File: src/rtl/regfile_pkg.sv
// Shared types and default sizes for the multi-port integer register file.
//   rf_state_e   : FSM state (clear sequence running / normal operation)
//   RF_XLEN_DEF  : default register width
//   RF_NREGS_DEF : default number of architectural registers
package regfile_pkg;

    typedef enum logic {
        ST_INIT  = 1'b0,
        ST_READY = 1'b1
    } rf_state_e;

    localparam int RF_XLEN_DEF  = 32;
    localparam int RF_NREGS_DEF = 32;

endpackage

File: src/rtl/regfile_rd_port.sv
// One combinational read port of the register file: out-of-range and
// hardwired-zero filtering followed by the optional write-to-read bypass.
//   rd_addr_i   : read address
//   stored_i    : value currently held in the addressed register
//   ready_i     : 1 when the clear sequence is finished (reads return 0 before)
//   wrN_eff_i   : write port N will really write this cycle
//   wrN_addr_i  : write port N address
//   wrN_data_i  : write port N data
//   rd_data_o   : read result
module regfile_rd_port #(
    parameter int XLEN     = 32,
    parameter int NREGS    = 32,
    parameter int AW       = 5,
    parameter int BYPASS   = 1,
    parameter int ZERO_REG = 1
) (
    input  logic [AW-1:0]   rd_addr_i,
    input  logic [XLEN-1:0] stored_i,
    input  logic            ready_i,
    input  logic            wr0_eff_i,
    input  logic [AW-1:0]   wr0_addr_i,
    input  logic [XLEN-1:0] wr0_data_i,
    input  logic            wr1_eff_i,
    input  logic [AW-1:0]   wr1_addr_i,
    input  logic [XLEN-1:0] wr1_data_i,
    output logic [XLEN-1:0] rd_data_o
);

    // Priority chain; wr1 is checked before wr0 so the forwarded value
    // matches what the storage will hold after a same-address collision.
    always_comb begin
        rd_data_o = '0;
        if (!ready_i) begin
            rd_data_o = '0;
        end else if (32'(rd_addr_i) >= NREGS) begin
            rd_data_o = '0;
        end else if ((ZERO_REG != 0) && (rd_addr_i == '0)) begin
            rd_data_o = '0;
        end else if ((BYPASS != 0) && wr1_eff_i && (wr1_addr_i == rd_addr_i)) begin
            rd_data_o = wr1_data_i;
        end else if ((BYPASS != 0) && wr0_eff_i && (wr0_addr_i == rd_addr_i)) begin
            rd_data_o = wr0_data_i;
        end else begin
            rd_data_o = stored_i;
        end
    end

endmodule

File: src/rtl/regfile_mp.sv
// Parametrised multi-port integer register file with two prioritised write
// ports, NRD combinational read ports and a clear sequencer that zeroes every
// register after reset.
//   clk, rst     : clock, synchronous active-high reset
//   rd_addr      : NRD packed read addresses, port i at [i*AW +: AW]
//   rd_data      : NRD packed read results, port i at [i*XLEN +: XLEN]
//   wr0_*        : low-priority write port
//   wr1_*        : high-priority write port
//   init_busy    : clear sequence running, writes ignored
//   wr_conflict  : registered pulse, both ports wrote the same register
module regfile_mp
    import regfile_pkg::*;
#(
    parameter int XLEN     = RF_XLEN_DEF,
    parameter int NREGS    = RF_NREGS_DEF,
    parameter int AW       = $clog2(NREGS),
    parameter int NRD      = 2,
    parameter int BYPASS   = 1,
    parameter int ZERO_REG = 1
) (
    input  logic                clk,
    input  logic                rst,
    input  logic [NRD*AW-1:0]   rd_addr,
    output logic [NRD*XLEN-1:0] rd_data,
    input  logic                wr0_en,
    input  logic [AW-1:0]       wr0_addr,
    input  logic [XLEN-1:0]     wr0_data,
    input  logic                wr1_en,
    input  logic [AW-1:0]       wr1_addr,
    input  logic [XLEN-1:0]     wr1_data,
    output logic                init_busy,
    output logic                wr_conflict
);

    rf_state_e       state_q, state_d;
    logic [AW-1:0]   clr_ptr_q, clr_ptr_d;
    logic            wr_conflict_q, wr_conflict_d;
    logic [XLEN-1:0] regs_q [NREGS];

    logic ready;
    logic wr0_eff, wr1_eff, wr0_land;

    assign ready = (state_q == ST_READY);

    // A write is only real in READY, in range, and not aimed at a hardwired x0.
    assign wr0_eff = ready && wr0_en && (32'(wr0_addr) < NREGS) &&
                     !((ZERO_REG != 0) && (wr0_addr == '0));
    assign wr1_eff = ready && wr1_en && (32'(wr1_addr) < NREGS) &&
                     !((ZERO_REG != 0) && (wr1_addr == '0));

    assign wr_conflict_d = wr0_eff && wr1_eff && (wr0_addr == wr1_addr);
    assign wr0_land      = wr0_eff && !wr_conflict_d;

    always_comb begin
        state_d   = state_q;
        clr_ptr_d = clr_ptr_q;
        if (state_q == ST_INIT) begin
            clr_ptr_d = clr_ptr_q + 1'b1;
            if (clr_ptr_q == AW'(NREGS - 1)) begin
                state_d   = ST_READY;
                clr_ptr_d = '0;
            end
        end
    end

    always_ff @(posedge clk) begin
        if (rst) begin
            state_q       <= ST_INIT;
            clr_ptr_q     <= '0;
            wr_conflict_q <= 1'b0;
        end else begin
            state_q       <= state_d;
            clr_ptr_q     <= clr_ptr_d;
            wr_conflict_q <= wr_conflict_d;
        end
    end

    // Storage has no reset of its own; the clear sequencer zeroes it instead.
    always_ff @(posedge clk) begin
        if (!rst) begin
            if (state_q == ST_INIT) begin
                regs_q[clr_ptr_q] <= '0;
            end else begin
                if (wr0_land) regs_q[wr0_addr] <= wr0_data;
                if (wr1_eff)  regs_q[wr1_addr] <= wr1_data;
            end
        end
    end

    assign init_busy   = (state_q == ST_INIT);
    assign wr_conflict = wr_conflict_q;

    for (genvar i = 0; i < NRD; i++) begin : g_rd
        logic [AW-1:0]   addr;
        logic [XLEN-1:0] stored;

        assign addr = rd_addr[i*AW +: AW];

        // Guard the array index so non-power-of-two sizes never read past the end.
        always_comb begin
            stored = '0;
            if (32'(addr) < NREGS) stored = regs_q[addr];
        end

        regfile_rd_port #(
            .XLEN     (XLEN),
            .NREGS    (NREGS),
            .AW       (AW),
            .BYPASS   (BYPASS),
            .ZERO_REG (ZERO_REG)
        ) u_rd (
            .rd_addr_i  (addr),
            .stored_i   (stored),
            .ready_i    (ready),
            .wr0_eff_i  (wr0_eff),
            .wr0_addr_i (wr0_addr),
            .wr0_data_i (wr0_data),
            .wr1_eff_i  (wr1_eff),
            .wr1_addr_i (wr1_addr),
            .wr1_data_i (wr1_data),
            .rd_data_o  (rd_data[i*XLEN +: XLEN])
        );
    end

endmodule

File: config.mk
export PLATFORM = sky130hd
export DESIGN_NAME = regfile_mp
export DESIGN_NICKNAME = d
export VERILOG_FILES = /design/src/rtl/regfile_pkg.sv /design/src/rtl/regfile_rd_port.sv /design/src/rtl/regfile_mp.sv
export SDC_FILE = /design/constraint.sdc
export NUM_CORES = 2
export LEC_CHECK = 0
export BUFFER_PORTS_ARGS = -buffer_cell sky130_fd_sc_hd__clkbuf_2
export CAP_MARGIN = 20
export CELL_PAD_IN_SITES_DETAIL_PLACEMENT = 0
export CELL_PAD_IN_SITES_GLOBAL_PLACEMENT = 2
export CORE_MARGIN = 1
export CORE_UTILIZATION = 40
export DETAILED_ROUTE_END_ITERATION = 8
export PLACE_DENSITY_LB_ADDON = 0.1
export SETUP_SLACK_MARGIN = 0.1
export SLEW_MARGIN = 5
export SYNTH_ARGS = -nofsm -noshare
export SYNTH_HDL_FRONTEND = slang
export SYNTH_SLANG_ARGS = --single-unit
File: constraint.sdc
create_clock -name clk -period 5 [get_ports clk]
set_clock_uncertainty 0.15 [all_clocks]
set_input_delay 1 -clock clk [delete_from_list [all_inputs] [get_ports clk]]
set_output_delay 1 -clock clk [all_outputs]
set_load 0.01 [all_outputs]
==> impl_metrics.json <==
{
  "path_cells": "clkbuf_2, xor2_1, nor2_1, and3_2, buf_4, nand2_1, o221ai_1, clkbuf_2",
  "instances_no_fill": 6849,
  "mostFrequentLayoutCells": "nand2_1, edfxtp_1, o21ai_0",
  "yosysTopAreaCellShare": 0.521,
  "fin_ws_ns": 0.325,
  "die-height_um": 386,
  "placed_cells": 6615,
  "synth-simple-area-share": 0.0912,
  "r2r-end": "regs_q[10][15]",
  "syn_area_per_cell_um2": 11.8,
  "criticalPathCategory": "input port to output pin",
  "cp_common_cell": "clkbuf_2",
  "worstMarginPinSlew_ns": 1.19,
  "syn-instance-count": 5001,
  "setup_viol": 0,
  "dp_hpwl_um": 133000,
  "max-clock-path-buffers": 3,
  "synthToLayoutAreaGrowth_pct": 12.9,
  "drt_first_pass_iters": 6,
  "synth_area_leaders": "edfxtp_1, mux4_2, o21ai_0, nand2_1, clkbuf_1",
  "clock-sinks": 1031,
  "fin_area_um2": 66600,
  "initial_core_util": 0.404,
  "synth_top_family_by_area": "multiplexers",
  "synth_cell_type_count": 58,
  "holdWs_ns": 0.438,
  "final_common_cell": "nand2_1",
  "layout-drive-gt1-share": 0.236,
  "core_area_um2": 146000,
  "root_buffer": "clkbuf_16",
  "slew_headroom": 0.206,
  "hold_viol": 0,
  "end_kind": "output pin",
  "vias": 43700,
  "yosysWarnings": 0,
  "cts_buffers": 130,
  "synth-compound-area-share": 0.131,
  "max_stage_delay_ns": 0.99,
  "cts_tree": "done",
  "ff2ff_setup_slack_ns": 1.47,
  "clk_pin_slew_worst_paths_ns": 0.05,
  "fin_crit_sh": 0.935,
  "ys.flop_type": "edfxtp_1",
  "hold_buffers": 0,
  "drt.antenna.violating_nets": 0,
  "track_usage": 0.320,
  "drtIter0Drc": 5450,
  "nNetsFinal": 4920,
  "seq_area_frac_synth": 0.523,
  "rsz0062_at_grt": "false",
  "status": "completed",
  "port_buffers": 153,
  "antenna_found_initial": 3,
  "die_width_um": 386,
  "finalMaxSlewViolations": 0,
  "routed_wl_um": 239000,
  "post-cts-setup-buffer-count": 0,
  "wire_per_inst_um": 34.9,
  "worstRegToRegCells": 7,
  "grt.overflow.total": 0,
  "layout_min_cycle_time_ns": 4.67,
  "leakage_uw": 0.0232,
  "startpoint_type": "input port",
  "muxShareOfSynthArea": 0.197,
  "synthAdderAreaFrac": 0.000424,
  "required_ns": 3.85,
  "rows": 140,
  "maxCapViolCount": 0,
  "crit_fanout": 23,
  "vdd.ir_drop.worst_mv": 0.287,
  "drc": 0,
  "grt_pass1_wl_um": 330000,
  "gp_congestion": 0.825,
  "htreeDepth": 4,
  "ioPinCount": 154,
  "power_density_nw_per_um2": 298,
  "yosys.area.top_type": "edfxtp_1",
  "synth_edf_count": 1024,
  "dp_slack_ns": 0.380,
  "first_global_vias": 42000,
  "critPathTopFamily": "simple AND/OR/NAND/NOR gates",
  "yosys_register_bits": 1031,
  "hp-start": "clr_ptr_q[1]",
  "die_area_um2": 149000,
  "slowest_stage": "and3_2",
  "synth_xor_area_frac": 0.00371,
  "grt_max_degree": 67,
  "viasPerCell": 6.39,
  "hold_depth": 2,
  "r2r_start": "ready",
  "dpl_cell_area_um2": 62700,
  "arrival_ns": 3.52,
  "hold_path_class": "flop to flop",
  "cp.buffers_inverters": 3,
  "synth.cell_area_um2": 59000,
  "max_freq_ghz": 0.214,
  "async_reset_ff_frac": 0,
  "hold_end": "clr_ptr_q[3]",
  "clk_latency_ns": 0.75,
  "fill_cells": 13100,
  "cts_resized": 0,
  "syn_nets": 5091
}
## state kept, by name, summed over array words and instances (netlist names)
signal       count
regs_q        1024
clr_ptr_q        5
wr_conflict      1
ready            1
## area by class of cell
cell class	count	area, µm²	share of cell area
sequential	1031	30900	0.464
multi-input combinational	3236	25600	0.384
timing repair buffer	359	3530	0.0530
clock buffer	171	3450	0.0518
tap	1917	2400	0.0360
clock inverter	62	473	0.00710
inverter	72	270	0.00406
antenna	1	2.50	0.0000376
## cell usage after synthesis, types with 19 or more instances
master	instances
o221ai_1	36
o22ai_1	252
or4_1	60
o221ai_2	31
edfxtp_1	1024
inv_1	72
nor3_1	19
nand2_1	1105
nor2_1	49
buf_4	43
clkbuf_1	466
buf_1	61
o21ai_0	1011
buf_2	75
mux4_2	506
## cell families (layout without fill, tap and decap cells)
group	Yosys count	in the layout
xor gates and xnor gates	25	25
and+or+nand+nor	1306	1306
buffers and inverters	734	664
DFF	1031	1031
AOI/OAI and AO/OA	1375	1375
adders and majority gates	2	2
other	0	1
muxes	528	528
## stage by stage
stage	util	power, µW	TNS (ns)
finish	0.456	19900	0
global route	0.456	20300	0
CTS	0.456	20000	0
detailed placement	0.429	11100	0
global placement	0.429	11100	0
floorplan	-	10500	-113.67
## report_power, final
part	leakage [µW]	switching [µW]	internal (µW)	total, µW
clock network	0.00191	3890	5080	8970
registers	0.0111	23.5	9420	9440
logic	0.0101	929	538	1470
## routing by layer
metal,vias to the layer above,track usage,part of all wire
met4,2,0.118,0.039
met1,22400,0.436,0.41
met5,-,0,0.000033
li1,18700,-,-
met3,425,0.0493,0.079
met2,2161,0.516,0.48
## worst reg2reg max path, stage by stage, from the launching register on
cell     delay [ns]
dfxtp_1        0.50
nand2_1        0.10
a21oi_1        0.34
o311a_4        0.47
buf_4          0.45
mux2i_1        0.26
o22ai_4        0.14
buf_4          0.66
## how the worst max path moves through the flow
| stage | start | to | slack, ns | cells after the start |
|---|---|---|---|---|
| after floorplan | wr1_addr[2] | regs_q[29][0] | -0.32 | 8 |
| after global routing | rd_addr[4] | rd_data[16] | 0.31 | 8 |
| after global placement | rd_addr[4] | rd_data[16] | 0.38 | 8 |
| after detailed placement | rd_addr[4] | rd_data[16] | 0.38 | 8 |
| after CTS | rd_addr[4] | rd_data[16] | 0.39 | 8 |
| final | rd_addr[4] | rd_data[16] | 0.33 | 8 |
Note: power is estimated with default switching activity, not from simulation.
